## config.mk

```make
export PLATFORM = sky130hd
export DESIGN_NAME = sevenseg_mux_ctrl
export DESIGN_NICKNAME = d
export VERILOG_FILES = /design/src/rtl/sevenseg_pkg.sv /design/src/rtl/sevenseg_decode.sv /design/src/rtl/sevenseg_mux_ctrl.sv
export SDC_FILE = /design/constraint.sdc
export NUM_CORES = 1
export LEC_CHECK = 0
export CAP_MARGIN = 5
export CORE_ASPECT_RATIO = 2
export CORE_MARGIN = 4
export CORE_UTILIZATION = 48
export CTS_BUF_LIST = sky130_fd_sc_hd__clkbuf_16
export CTS_CLUSTER_DIAMETER = 50
export DETAILED_ROUTE_END_ITERATION = 8
export PLACE_DENSITY = 0.7
export SLEW_MARGIN = 10
export SYNTH_ARGS = -nofsm -noshare
export SYNTH_HDL_FRONTEND = slang
export SYNTH_SLANG_ARGS = --single-unit
```

## constraint.sdc

```tcl
create_clock -name clk_core -period 2.46 [get_ports clk_core]
set_clock_uncertainty 0.1 [all_clocks]
set_input_delay 0.369 -clock clk_core [delete_from_list [all_inputs] [get_ports clk_core]]
set_output_delay 0.369 -clock clk_core [all_outputs]
set_load 0.01 [all_outputs]
```

## src/rtl/sevenseg_pkg.sv

```systemverilog
// Seven-segment glyph definitions shared by the display controller and its decoder.
// Segment vectors are active-high and ordered {CA,CB,CC,CD,CE,CF,CG}.
package sevenseg_pkg;

  typedef logic [6:0] seg_t;

  localparam seg_t HEX_SEG_TABLE [16] = '{
    7'h7E, 7'h30, 7'h6D, 7'h79,  // 0 1 2 3
    7'h33, 7'h5B, 7'h5F, 7'h70,  // 4 5 6 7
    7'h7F, 7'h7B, 7'h77, 7'h1F,  // 8 9 A b
    7'h4E, 7'h3D, 7'h4F, 7'h47   // C d E F
  };

  function automatic seg_t hex2seg(input logic [3:0] nibble);
    return HEX_SEG_TABLE[nibble];
  endfunction

endpackage

```

## src/rtl/sevenseg_decode.sv

```systemverilog
// Combinational hex nibble to active-high segment pattern; output polarity is
// applied by the instantiating controller.
module sevenseg_decode
  import sevenseg_pkg::*;
(
  input  logic [3:0] i_nibble,
  output seg_t       o_seg
);

  assign o_seg = hex2seg(i_nibble);

endmodule

```

## src/rtl/sevenseg_mux_ctrl.sv

```systemverilog
// Tear-free multiplexed seven-segment controller with double-buffered frame data.
// Define SEVENSEG_DIMMING_EN to build the PWM brightness gate; otherwise i_brightness is ignored.
module sevenseg_mux_ctrl
  import sevenseg_pkg::*;
#(
  parameter int NUM_DIGITS       = 8,
  parameter int REFRESH_DIV      = 12500,
  parameter int GUARD            = 4,
  parameter int BRIGHT_W         = 4,
  parameter bit ANODE_ACTIVE_LOW = 1'b1,
  parameter bit SEG_ACTIVE_LOW   = 1'b1
) (
  input  logic                    clk_core,
  input  logic                    rst_core,
  input  logic [4*NUM_DIGITS-1:0] i_digits,
  input  logic [NUM_DIGITS-1:0]   i_dp,
  input  logic [NUM_DIGITS-1:0]   i_blank,
  input  logic                    i_valid,
  output logic                    o_ready,
  input  logic [BRIGHT_W-1:0]     i_brightness,
  output logic [NUM_DIGITS-1:0]   o_an,
  output logic [6:0]              o_seg,
  output logic                    o_dp,
  output logic                    o_frame_start
);

  localparam int SLOT_W = (REFRESH_DIV > 1) ? $clog2(REFRESH_DIV) : 1;
  localparam int DIG_W  = (NUM_DIGITS > 1) ? $clog2(NUM_DIGITS) : 1;

  localparam logic [SLOT_W-1:0]     SLOT_LAST = SLOT_W'(REFRESH_DIV - 1);
  localparam logic [SLOT_W-1:0]     GUARD_V   = SLOT_W'(GUARD);
  localparam logic [DIG_W-1:0]      DIG_LAST  = DIG_W'(NUM_DIGITS - 1);
  localparam logic [NUM_DIGITS-1:0] AN_OFF    = {NUM_DIGITS{ANODE_ACTIVE_LOW}};
  localparam seg_t                  SEG_OFF   = {7{SEG_ACTIVE_LOW}};

  logic [SLOT_W-1:0]     slot_cnt_q, slot_cnt_d;
  logic [DIG_W-1:0]      dig_idx_q, dig_idx_d;
  logic                  pending_q, pending_d;
  logic [4*NUM_DIGITS-1:0] stg_digits_q, stg_digits_d;
  logic [NUM_DIGITS-1:0] stg_dp_q, stg_dp_d;
  logic [NUM_DIGITS-1:0] stg_blank_q, stg_blank_d;
  logic [4*NUM_DIGITS-1:0] act_digits_q, act_digits_d;
  logic [NUM_DIGITS-1:0] act_dp_q, act_dp_d;
  logic [NUM_DIGITS-1:0] act_blank_q, act_blank_d;
  logic [NUM_DIGITS-1:0] an_q, an_d;
  seg_t                  seg_q, seg_d;
  logic                  dp_q, dp_d;
  logic                  frame_start_q, frame_start_d;

  logic                  boundary;
  logic                  gate_open;
  logic                  lit;
  logic [3:0]            act_nib [NUM_DIGITS];
  logic [3:0]            cur_nib;
  seg_t                  cur_seg;

`ifdef SEVENSEG_DIMMING_EN
  logic [BRIGHT_W-1:0] pwm_cnt_q, pwm_cnt_d;

  assign pwm_cnt_d = pwm_cnt_q + BRIGHT_W'(1);
  assign gate_open = (pwm_cnt_q <= i_brightness);

  always_ff @(posedge clk_core) begin
    if (rst_core) begin
      pwm_cnt_q <= '0;
    end else begin
      pwm_cnt_q <= pwm_cnt_d;
    end
  end
`else
  logic unused_brightness;

  assign unused_brightness = ^i_brightness;
  assign gate_open         = 1'b1;
`endif

  generate
    for (genvar gi = 0; gi < NUM_DIGITS; gi++) begin : g_nib
      assign act_nib[gi] = act_digits_q[4*gi +: 4];
    end
  endgenerate

  assign cur_nib = act_nib[dig_idx_q];

  sevenseg_decode u_decode (
    .i_nibble (cur_nib),
    .o_seg    (cur_seg)
  );

  always_comb begin
    boundary     = (slot_cnt_q == '0) && (dig_idx_q == '0);
    slot_cnt_d   = slot_cnt_q + SLOT_W'(1);
    dig_idx_d    = dig_idx_q;
    pending_d    = pending_q;
    stg_digits_d = stg_digits_q;
    stg_dp_d     = stg_dp_q;
    stg_blank_d  = stg_blank_q;
    act_digits_d = act_digits_q;
    act_dp_d     = act_dp_q;
    act_blank_d  = act_blank_q;

    if (slot_cnt_q == SLOT_LAST) begin
      slot_cnt_d = '0;
      dig_idx_d  = (dig_idx_q == DIG_LAST) ? '0 : dig_idx_q + DIG_W'(1);
    end

    // While pending, o_ready is low, so a capture can never collide with the copy.
    if (boundary && pending_q) begin
      act_digits_d = stg_digits_q;
      act_dp_d     = stg_dp_q;
      act_blank_d  = stg_blank_q;
      pending_d    = 1'b0;
    end else if (i_valid && !pending_q) begin
      stg_digits_d = i_digits;
      stg_dp_d     = i_dp;
      stg_blank_d  = i_blank;
      pending_d    = 1'b1;
    end

    lit           = (slot_cnt_q >= GUARD_V) && !act_blank_q[dig_idx_q] && gate_open;
    an_d          = (lit ? (NUM_DIGITS'(1) << dig_idx_q) : '0) ^ AN_OFF;
    seg_d         = (lit ? cur_seg : '0) ^ SEG_OFF;
    dp_d          = (lit & act_dp_q[dig_idx_q]) ^ SEG_ACTIVE_LOW;
    frame_start_d = boundary;
  end

  always_ff @(posedge clk_core) begin
    if (rst_core) begin
      slot_cnt_q    <= '0;
      dig_idx_q     <= '0;
      pending_q     <= 1'b0;
      stg_digits_q  <= '0;
      stg_dp_q      <= '0;
      stg_blank_q   <= '0;
      act_digits_q  <= '0;
      act_dp_q      <= '0;
      act_blank_q   <= '1;
      an_q          <= AN_OFF;
      seg_q         <= SEG_OFF;
      dp_q          <= SEG_ACTIVE_LOW;
      frame_start_q <= 1'b0;
    end else begin
      slot_cnt_q    <= slot_cnt_d;
      dig_idx_q     <= dig_idx_d;
      pending_q     <= pending_d;
      stg_digits_q  <= stg_digits_d;
      stg_dp_q      <= stg_dp_d;
      stg_blank_q   <= stg_blank_d;
      act_digits_q  <= act_digits_d;
      act_dp_q      <= act_dp_d;
      act_blank_q   <= act_blank_d;
      an_q          <= an_d;
      seg_q         <= seg_d;
      dp_q          <= dp_d;
      frame_start_q <= frame_start_d;
    end
  end

  assign o_ready       = !pending_q;
  assign o_an          = an_q;
  assign o_seg         = seg_q;
  assign o_dp          = dp_q;
  assign o_frame_start = frame_start_q;

endmodule

```

# After elaboration in Yosys (flattened, before gate mapping)

Memory sizes are Yosys's and may differ from the RTL's.
Index checks and enable logic that the tools add are counted.
W data, S select, Z words.

Memories kept: 1
Input bits: 55
Logic and storage cells: 53
Register bits: 131
Output and inout bits: 18
Memory bits (read-only): 112

Memory list:

| memory           | depth | width | read ports | clocked after Yosys merged registers in | wr ports | RTL line           | text |
|---|---|---|---|---|---|---|---|
| (name not given) | 16    | 7     | 1          | 0                                       | 0        | sevenseg_pkg.sv:15 | `return HEX_SEG_TABLE[nibble];` |

Shifts and indexed selects: 1
Multiplexer cells: 12
$lt $le $gt $ge: 4
Bitwise gates (word level): 7
Add/subtract/negate cells: 2
Equality and inequality tests: 2
Reduce and logical (&&, ||, !) cells: 11

Operator list:

| kind                    | number |
|---|---|
| $mux W7                 | 3 |
| $add A14 B1 Y14 const B | 1 |
| $eq A14 B14 Y1 const B  | 1 |
| $ge A14 B3 Y1 const B   | 1 |
| $logic_not A14 Y1       | 1 |
| $bmux W4 S3             | 1 |
| $mux W4                 | 2 |
| $mux W8                 | 1 |
| $not A8 Y8              | 1 |
| $shl A1 B3 Y8 const A   | 1 |
| $not A7 Y7              | 1 |
| $bmux W1 S3             | 2 |
| $ge A5 B5 Y1 const B    | 1 |
| $not A4 Y5              | 1 |
| $ge A4 B4 Y1 const B    | 1 |
| $logic_and A1 B1 Y1     | 4 |
| $lt A3 B4 Y1 const B    | 1 |
| $not A3 Y4              | 1 |
| $reduce_or A2 Y1        | 2 |
| $add A3 B1 Y3 const B   | 1 |
| $eq A3 B3 Y1 const B    | 1 |
| $logic_not A3 Y1        | 1 |
| $mux W3                 | 1 |
| $logic_not A1 Y1        | 2 |
| 4 further kinds         | 6 |

# Longest topological paths before layout

Gate-level depths: netlist (run 1).

Word-level depth: 10
Gate-level depth with buffers: 11
Depth with buffers taken out: 8

# Modules after synthesis

A second synthesis (run 1) with hierarchy kept.

Cell total of the unflattened synthesis: 640
Area, all modules: 5524.0 um2

By module, submodules not included:

| module            | cells an instance | sequential area each (um2) | times used | area each (um2) |
|---|---|---|---|---|
| sevenseg_mux_ctrl | 607               | 2622.5                     | 1          | 5241.3 |
| sevenseg_decode   | 33                | 0.0                        | 1          | 282.8 |

# Worst setup path before layout (run 1)

Ideal clock, no wire load.

Kind: register to register
Start point: register dig_idx_q[0]
End point: register seg_q[3], in the netlist o_seg[3]
Required time: 2.298 ns
Period minus slack after synthesis: 2.470 ns
Setup time: 0.062 ns
Arrival: 2.308 ns
Path buffers: 2
Stages on the path, launching flop included: 9
Path slack: -0.010 ns
Cells stage by stage: dfxtp_1 buf_2 buf_2 mux4_2 mux2_2 inv_1 ha_1 a211o_1 nand3_1

Longest elaborated chain between the ends: 10
Elaborated cells on any way between the ends: 14
Classes of those cells: mux: 8; bitwise: 3; reduce/logical: 2; memory: 1

RTL lines:

| item                                       | RTL line                 | text |
|---|---|---|
| start, declared                            | sevenseg_mux_ctrl.sv:37  | `logic [DIG_W-1:0] dig_idx_q, dig_idx_d;` |
| start signal, assigned                     | sevenseg_mux_ctrl.sv:144 | `dig_idx_q <= dig_idx_d;` |
| $not A3 Y4 (not written as such)           | sevenseg_mux_ctrl.sv:83  | `assign cur_nib = act_nib[dig_idx_q];` |
| $bmux W4 S3                                | sevenseg_mux_ctrl.sv:83  |  |
| $mux W4 (not written as such) (2 in a row) | sevenseg_mux_ctrl.sv:83  |  |
| $not A4 Y5 (not written as such)           | sevenseg_pkg.sv:15       |  |
| $mem_v2 Z16 W7                             | -                        |  |
| $mux W7 (not written as such) (2 in a row) | sevenseg_pkg.sv:15       |  |
| $mux W7 *                                  | sevenseg_mux_ctrl.sv:122 | `seg_d = (lit ? cur_seg : '0) ^ SEG_OFF;` |
| $not A7 Y7 (no line) *                     | -                        |  |
| end signal, assigned                       | sevenseg_mux_ctrl.sv:153 | `seg_q <= seg_d;` |
| end, declared                              | sevenseg_mux_ctrl.sv:46  | `seg_t seg_q, seg_d;` |

Every way passes the cells marked *; elsewhere a longest branch is shown, timed or not. The select of a mux whose other input is x is not followed.
A chain may end at the register's enable or synchronous reset.

# Worst setup path after layout (run 1)

Ends and elaborated chain as after synthesis.

==> results of run 1 <==
[power by group]
part	switching [uW]	total, uW	internal, uW	leakage [uW]
combinational	202	374	173	0.00114
sequential	49.4	2260	2210	0.00107
clock	865	2630	1770	0.000295
total	1120	5260	4150	0.00250
[flip-flops by register name (all words and copies together) (netlist names)]
signal and count:
act_digits_q 32, stg_digits_q 32, o_an 8, stg_blank_q 8
o_dp 1, act_dp_q 8, act_blank_q 8, o_frame_start 1
dig_idx_q 3, stg_dp_q 8, slot_cnt_q 14, o_seg 7
pending_q 1
[timing repair]
action                                  CTS  global route
endpoints found under the setup margin    0             2
hold buffers                              0             0
resized for setup                         0             1
[per-layer routing]
metal / vias up / part of all wire
li1: 2129 / -
met1: 1974 / 0.39
met2: 56 / 0.57
met3: 15 / 0.025
met4: 0 / 0.019
met5: - / 0
[worst paths after layout]
kind,start,to,slack (ns),cells after the start
setup / recovery,dig_idx_q[0],o_seg[3],0.19,7
hold / removal,rst_core,o_frame_start,0.11,2
setup reg to reg,dig_idx_q[0],o_seg[3],0.19,7
hold reg to reg,act_digits_q[20],act_digits_q[20],0.35,2
[cell families after synthesis]
| logic type | after synthesis |
|---|---|
| and+or+nand+nor | 279 |
| DFF | 131 |
| AOI/OAI and AO/OA | 101 |
| buffers and inverters | 51 |
| muxes | 20 |
| adders and majority gates | 14 |
| xor gates and xnor gates | 12 |
[synthesized netlist by cell type]
cell / number
sky130_fd_sc_hd__dfxtp_1: 131
sky130_fd_sc_hd__nand2_1: 211
sky130_fd_sc_hd__nor2_1: 24
sky130_fd_sc_hd__mux2i_1: 6
sky130_fd_sc_hd__a211o_1: 1
sky130_fd_sc_hd__o221ai_1: 3
sky130_fd_sc_hd__nand2b_1: 4
sky130_fd_sc_hd__o2bb2ai_1: 1
sky130_fd_sc_hd__nand4_1: 3
sky130_fd_sc_hd__and2_1: 1
sky130_fd_sc_hd__o21ai_0: 1
sky130_fd_sc_hd__mux2_2: 2
sky130_fd_sc_hd__xor2_1: 7
sky130_fd_sc_hd__ha_1: 14
sky130_fd_sc_hd__nor3_1: 2
sky130_fd_sc_hd__inv_1: 10
sky130_fd_sc_hd__and4_1: 1
sky130_fd_sc_hd__buf_6: 2
sky130_fd_sc_hd__o211ai_1: 4
sky130_fd_sc_hd__or4_1: 1
sky130_fd_sc_hd__or4_4: 1
sky130_fd_sc_hd__clkbuf_1: 25
sky130_fd_sc_hd__a21oi_1: 89
sky130_fd_sc_hd__or2_2: 4
sky130_fd_sc_hd__a211oi_1: 1
sky130_fd_sc_hd__buf_2: 9
sky130_fd_sc_hd__nor4_4: 2
sky130_fd_sc_hd__a21oi_2: 1
sky130_fd_sc_hd__mux4_2: 12
sky130_fd_sc_hd__buf_1: 3
sky130_fd_sc_hd__xnor2_1: 5
sky130_fd_sc_hd__clkinv_1: 1
sky130_fd_sc_hd__nor4_1: 1
sky130_fd_sc_hd__nand3b_1: 8
sky130_fd_sc_hd__or3_1: 1
sky130_fd_sc_hd__nand3_1: 9
sky130_fd_sc_hd__buf_4: 1
sky130_fd_sc_hd__nor2b_1: 2
sky130_fd_sc_hd__and3_1: 4
[layout make-up]
cell class / instances / area, um2
Inverter: 11 / 41.29
Clock buffer: 17 / 425.4
Tap cell: 137 / 171.4
Fill cell: 902 / 3875
Timing Repair Buffer: 85 / 840.8
Multi-Input combinational cell: 426 / 2374
Sequential cell: 131 / 2624
Clock inverter: 13 / 192.7
[worst max-delay path: cells and delay by family, from the launching register on]
kind | cells | cell delay [ns]
flops | 1 | 0.38
buf+inv | 2 | 0.29
fa+ha+maj | 1 | 0.27
compound gates | 1 | 0.26
simple gates | 1 | 0.08
mux | 2 | 0.82
[metrics by stage]
| stage | hold slack (ns) | instances | util | area [um2] | power, uW |
|---|---|---|---|---|---|
| CTS | 0.09967 | 820 | 0.6324 | 6668 | 5302 |
| floorplan | 0.3286 | 608 | - | 5213 | 2520 |
| detailed placement | 0.3437 | 790 | 0.5738 | 6050 | 2682 |
| finish | 0.1055 | 820 | 0.6325 | 6669 | 5263 |
| global placement | 0.3373 | 790 | 0.5738 | 6050 | 2669 |
| global route | 0.1232 | 820 | 0.6325 | 6669 | 5447 |
==> parameters.txt, run 1 <==
Parameter                              Value

Setup path
  Crit. End Element ... flip-flop
  Worst endpoint required time ... 2.71 ns
  Arrival @ worst endpoint ... 2.52 ns
  Kind of start point of the critical path ... flip-flop
  Slowest-stage cell, CP ... sky130_fd_sc_hd__mux4_2
  Crit path cell chain ... buf_12 > mux4_2 > mux2_2 > inv_1 > ha_1 > a211o_1 > nand3_1
  Maximum cell stage delay along the critical path ... 0.50 ns
  Category of the critical setup timing path ... flip-flop to flip-flop
  Crit Path Max Fanout ... 7

Global route
  Number of global-route vias before repair ... 4127
  Initial antenna violation count ... 0
  Grt met1 use ... 0.1920
  Overflow after GRT ... 0
  Global-route met3 utilization ... 0.04403
  First-pass GRT wire length ... 18460 um
  Global routing usage summed across all routing layers ... 0.1890
  Most Used Layer, Global Route ... met2
  Pin count of the biggest net entering global routing ... 55
  Global routing usage on met2 ... 0.3533

STA
  Max-slew headroom ... 0.6330
  Portion of the clock cycle consumed by the worst path in the final layout ... 0.9244
  TNS Setup ... 0 ns
  Setup repair after global routing missed its margin ... no
  Fin. max-slew vios ... 0
  Setup violation total in the final timing report ... 0
  Worst path setup slack after routing ... 0.1860 ns
  Post-layout minimum cycle time ... 2.274 ns
  Worst Max-Slew Pin Slew ... 0.5455 ns
  Max frequency ... 439.8 MHz
  Hold Vio Cnt, Final ... 0

Clock tree
  Reg clk slew, reported paths ... 0.05 ns
  Clock net sink count ... 131
  Insertion delay to the later sink of the worst-skew pair ... 0.41 ns
  Post-CTS Repair Setup Buffers ... 0
  Number of buffers created by CTS ... 17
  CTS H-Tree Depth ... 4
  TritonCTS clock tree ... done
  Maximum root-to-sink buffer count ... 2
  Cell at the root of the clock tree ... sky130_fd_sc_hd__clkbuf_16

Die
  Die Y-Extent ... 155.3 um
  Width of the die ... 81.67 um
  Initial Utilization ... 0.4941
  I/O pin total ... 73
  Floorplan row count ... 53
  Floorplan die area ... 12690 um2
  Core Region ... 10540 um2

Worst hold path
  Worst min-delay path class ... input pin to flip-flop

Cells and area
  Fraction of layout cells with a size suffix above 1 ... 0.09956
  Most common cell after layout, fill and taps aside ... sky130_fd_sc_hd__nand2_1
  Area delta synth->final ... 28.00%
  Number of antenna repair diodes ... 0
  Final-stage net count ... 741
  Highest-count cells in the layout ignoring fill and taps ... 211 x sky130_fd_sc_hd__nand2_1, 130 x sky130_fd_sc_hd__dfxtp_1, 89 x sky130_fd_sc_hd__a21oi_1

Route
  DR WL/cell ... 13.72 um
  DRC Markers ... 0
  DR pass1 iterations ... 6
  Detailed Route Iter0 Violations ... 188
  Number of nets with antenna violations after routing ... 0
  Total via count in the routed design ... 4174
  Via density per instance ... 5.090
  Routed Wire Length ... 11250 um

Synthesis
  Warnings, synthesis ... 0
  Synth Area in Simple Gates ... 0.2289
  Summed instance area of the synthesized netlist ... 5210 um2
  Share of synthesized area spent on multiplexers ... 0.06772
  Sequential area share after synthesis ... 0.5034
  Compound-cell area share of the yosys netlist ... 0.1037
  Area share of fa/ha/maj cells after synthesis ... 0.03362
  Cell accounting for the most synthesized area ... sky130_fd_sc_hd__dfxtp_1
  Post-synthesis net count ... 677
  Post-Synthesis Cells ... 608
  Top-area cell type share of the netlist area ... 0.5034
  Largest cells by area after synthesis ... sky130_fd_sc_hd__dfxtp_1 50%, sky130_fd_sc_hd__nand2_1 15%, sky130_fd_sc_hd__a21oi_1 8.5%
  Xor/xnor share of the synthesized area ... 0.02017
  Mean post-synth cell area ... 8.569 um2
  Main combinational cell family by area after synthesis ... simple AND/OR/NAND/NOR gates
  Count of cell types in the netlist ... 39
  Number of synthesized register bits ... 131

Place
  Global placer's final weighted congestion ... 0.7768
  Worst Setup Slack post-DPL ... 0.1326 ns
  Count of input and output buffers ... 68
  Detailed placement HPWL ... 7994 um

Power and ir drop
  Worst vdd ir ... 0.5678 mV
  Power per unit of standard cell area ... 789.2 nW/um2
  P_leak ... 0.002502 uW

Job
  Max_cap viols ... 0

Status
  Status ... finished clean
Power figures use the tool's default switching activity.
==> run 2, diff against run 1 <==
--- a/config.mk
+++ b/config.mk
@@ -5,14 +5,18 @@
 export SDC_FILE = /design/constraint.sdc
 export NUM_CORES = 1
 export LEC_CHECK = 0
+export ABC_AREA = 1
 export CAP_MARGIN = 5
+export CELL_PAD_IN_SITES_DETAIL_PLACEMENT = 1
+export CELL_PAD_IN_SITES_GLOBAL_PLACEMENT = 2
 export CORE_ASPECT_RATIO = 2
 export CORE_MARGIN = 4
-export CORE_UTILIZATION = 48
+export CORE_UTILIZATION = 28
 export CTS_BUF_LIST = sky130_fd_sc_hd__clkbuf_16
 export CTS_CLUSTER_DIAMETER = 50
 export DETAILED_ROUTE_END_ITERATION = 8
-export PLACE_DENSITY = 0.7
+export HOLD_SLACK_MARGIN = 0.06
+export PLACE_DENSITY = 0.72
 export SLEW_MARGIN = 10
 export SYNTH_ARGS = -nofsm -noshare
 export SYNTH_HDL_FRONTEND = slang
==> parameters.txt, run 2 <==
Parameter                              Value

Status
  Status ... finished clean

Clock tree
  Resized cells post-CTS ... 0
  Number of buffers created by CTS ... 17
  Cell at the root of the clock tree ... sky130_fd_sc_hd__clkbuf_16
  Maximum root-to-sink buffer count ... 2
  TritonCTS clock tree ... done
  Reg clk slew, reported paths ... 0.06 ns
  CTS Hold Bufs ... 0
  Clock net sink count ... 131
  Insertion delay to the later sink of the worst-skew pair ... 0.42 ns
  Post-CTS Repair Setup Buffers ... 0
  CTS H-Tree Depth ... 4

Synthesis
  Proportion of synthesized flip-flops having asynchronous set or reset ... 0
  Post-synthesis net count ... 878
  EDFF count, synth ... 0
  Most used standard cell by instance count after synthesis ... sky130_fd_sc_hd__nand2_1
  Leading post-synthesis cells by instance count ... 180 x sky130_fd_sc_hd__nand2_1, 169 x sky130_fd_sc_hd__nor2_1, 131 x sky130_fd_sc_hd__dfxtp_1, 67 x sky130_fd_sc_hd__inv_1, 54 x sky130_fd_sc_hd__o21ai_0
  Number of synthesized register bits ... 131
  Largest cells by area after synthesis ... sky130_fd_sc_hd__dfxtp_1 46%, sky130_fd_sc_hd__nand2_1 12%, sky130_fd_sc_hd__nor2_1 11%
  Summed instance area of the synthesized netlist ... 5660 um2
  Warnings, synthesis ... 0
  Most used DFF post-synth ... sky130_fd_sc_hd__dfxtp_1
  Top-area cell type share of the netlist area ... 0.4633
  Count of cell types in the netlist ... 27
  Post-Synthesis Cells ... 809
  Mean post-synth cell area ... 6.997 um2
  Cell accounting for the most synthesized area ... sky130_fd_sc_hd__dfxtp_1
  Sequential area share after synthesis ... 0.4633

STA
  Hold Vio Cnt, Final ... 0
  TNS Setup ... 0 ns
  Post-layout minimum cycle time ... 2.138 ns
  Max-slew headroom ... 0.6511
  Portion of the clock cycle consumed by the worst path in the final layout ... 0.8692
  Fin. max-slew vios ... 0
  Setup repair after global routing missed its margin ... no
  Worst Max-Slew Pin Slew ... 0.5234 ns
  Worst path setup slack after routing ... 0.3218 ns
  Max frequency ... 467.7 MHz
  Setup violation total in the final timing report ... 0

Global route
  Initial antenna violation count ... 0
  Global routing usage summed across all routing layers ... 0.1557
  Pin count of the biggest net entering global routing ... 85
  Number of global-route vias before repair ... 5748
  Overflow after GRT ... 0
  First-pass GRT wire length ... 27500 um

Die
  Core Region ... 19910 um2
  Floorplan row count ... 73
  Die Y-Extent ... 209.1 um
  Width of the die ... 108.5 um
  Floorplan die area ... 22690 um2
  Initial Utilization ... 0.2843
  I/O pin total ... 73

Power and ir drop
  Combinational share of power ... 0.117
  Power Internal ... 4330 uW
  Total power ... 5773 uW
  Clock network power share ... 0.476
  Register share of total power ... 0.407
  P_leak ... 0.003270 uW
  Power per unit of standard cell area ... 793.1 nW/um2
  Worst vdd ir ... 0.3610 mV
  Net switching fraction of the power ... 0.2499
  Power dissipated by switching net loads ... 1443 uW

Route
  DR pass1 iterations ... 4
  DRC Markers ... 0
  Routed Wire Length ... 16640 um
  Via density per instance ... 4.584
  Detailed Route Iter0 Violations ... 126
  Total via count in the routed design ... 5244
  Number of nets with antenna violations after routing ... 0
  DR WL/cell ... 14.54 um

Cells and area
  Sequential cell area in the final layout ... 2623 um2
  Final-stage net count ... 939
  Area delta synth->final ... 28.60%
  Registers with the most flip-flops ... act_digits_q x32, stg_digits_q x32, slot_cnt_q x14
  Multi-input gate area ... 2577 um2
  Count of fill cells added during filler insertion ... 2527
  Fraction of layout cells with a size suffix above 1 ... 0.06689
  Highest-count cells in the layout ignoring fill and taps ... 180 x sky130_fd_sc_hd__nand2_1, 168 x sky130_fd_sc_hd__nor2_1, 131 x sky130_fd_sc_hd__dfxtp_1
  Most common cell after layout, fill and taps aside ... sky130_fd_sc_hd__nand2_1
  Non-filler cells, final ... 1144
  Number of antenna repair diodes ... 0

Worst hold path
  Worst min-delay path class ... flip-flop to flip-flop

Place
  Worst Setup Slack post-DPL ... 0.2746 ns
  Global placer's final weighted congestion ... 0.8294
  Count of input and output buffers ... 68
  Number of instances in the placed design ... 1113
  Detailed placement HPWL ... 12110 um

Setup path
  Crit. End Element ... flip-flop
  Crit path cell chain ... inv_1 > ha_1 > nand2_1 > clkinv_1 > nand2_2 > nor3b_4 > nand3_2 > buf_4 > nand2_1 > nand2_1 > nor2_1
  Most used cell, CP ... sky130_fd_sc_hd__nand2_1
  Crit Path Max Fanout ... 49
  Worst endpoint required time ... 2.71 ns
  Kind of start point of the critical path ... flip-flop
  Arrival @ worst endpoint ... 2.39 ns
  Category of the critical setup timing path ... flip-flop to flip-flop
  Maximum cell stage delay along the critical path ... 0.31 ns
  Slowest-stage cell, CP ... sky130_fd_sc_hd__dfxtp_1

Job
  Max_cap viols ... 0
-- run 2: power by group through the flow --
stage | Sequential [uW] | Clock [uW] | Combinational, uW
global route | 2370 | 2920 | 784
detailed placement | 2390 | 0 | 691
finish | 2350 | 2750 | 677
CTS | 2350 | 2820 | 699
floorplan | 2370 | 0 | 440
global placement | 2390 | 0 | 672
-- run 2: through the flow --
stage          hold WS, ns  utilization  instance area (um2)
2_1_floorplan       0.3287            -                 5660
3_3_place_gp        0.3434       0.3336                 6643
3_5_place_dp        0.3450       0.3336                 6643
4_1_cts             0.3611       0.3656                 7279
5_1_grt             0.3871       0.3656                 7279
6_report            0.3568       0.3656                 7279
-- run 2: final cells by class --
cell class / instances / share of cell area
clock buffers: 17 / 0.05844
clock inverters: 14 / 0.02905
inverters: 71 / 0.03661
multi-input cells: 562 / 0.3541
flip-flops and latches: 131 / 0.3603
well taps: 262 / 0.04503
repair buffers: 87 / 0.1165
-- run 2: worst max-delay path: cells and delay by family, from the launching register on --
| kind | cells | cell delay (ns) |
|---|---|---|
| AND/OR/NAND/NOR | 7 | 0.77 |
| buffers and inverters | 3 | 0.57 |
| adder cells (fa/ha/maj) | 1 | 0.28 |
| flip-flops | 1 | 0.31 |
-- run 2: cells by family after synthesis --
group                      share of synthesized area
AOI/OAI and AO/OA                            0.07714
DFF                                           0.4633
xor gates and xnor gates                    0.007736
and+or+nand+nor                               0.3391
buffers and inverters                        0.08179
adders and majority gates                    0.03095
-- run 2: path summary, 6_finish.rpt --
check | slack [ns] | cells after the start | start | to
min reg2reg | 0.36 | 2 | act_blank_q[5] | act_blank_q[5]
max reg2reg | 0.32 | 11 | dig_idx_q[1] | act_digits_q[6]
max | 0.32 | 11 | dig_idx_q[1] | act_digits_q[6]
min | 0.36 | 2 | act_blank_q[5] | act_blank_q[5]
-- run 2: layer usage --
metal,track usage,up-vias,part of all wire
met3,0.02998,32,0.020
li1,-,2676,-
met2,0.3095,62,0.58
met5,0,-,0
met1,0.1453,2474,0.37
met4,0.07236,0,0.033
==> run 3, diff against run 2 <==
--- a/config.mk
+++ b/config.mk
@@ -14,6 +14,7 @@
 export CORE_UTILIZATION = 28
 export CTS_BUF_LIST = sky130_fd_sc_hd__clkbuf_16
 export CTS_CLUSTER_DIAMETER = 50
+export CTS_CLUSTER_SIZE = 12
 export DETAILED_ROUTE_END_ITERATION = 8
 export HOLD_SLACK_MARGIN = 0.06
 export PLACE_DENSITY = 0.72
==> results of run 3 <==
Same layout as run 2: the final DEF is identical, and so are final timing and power.
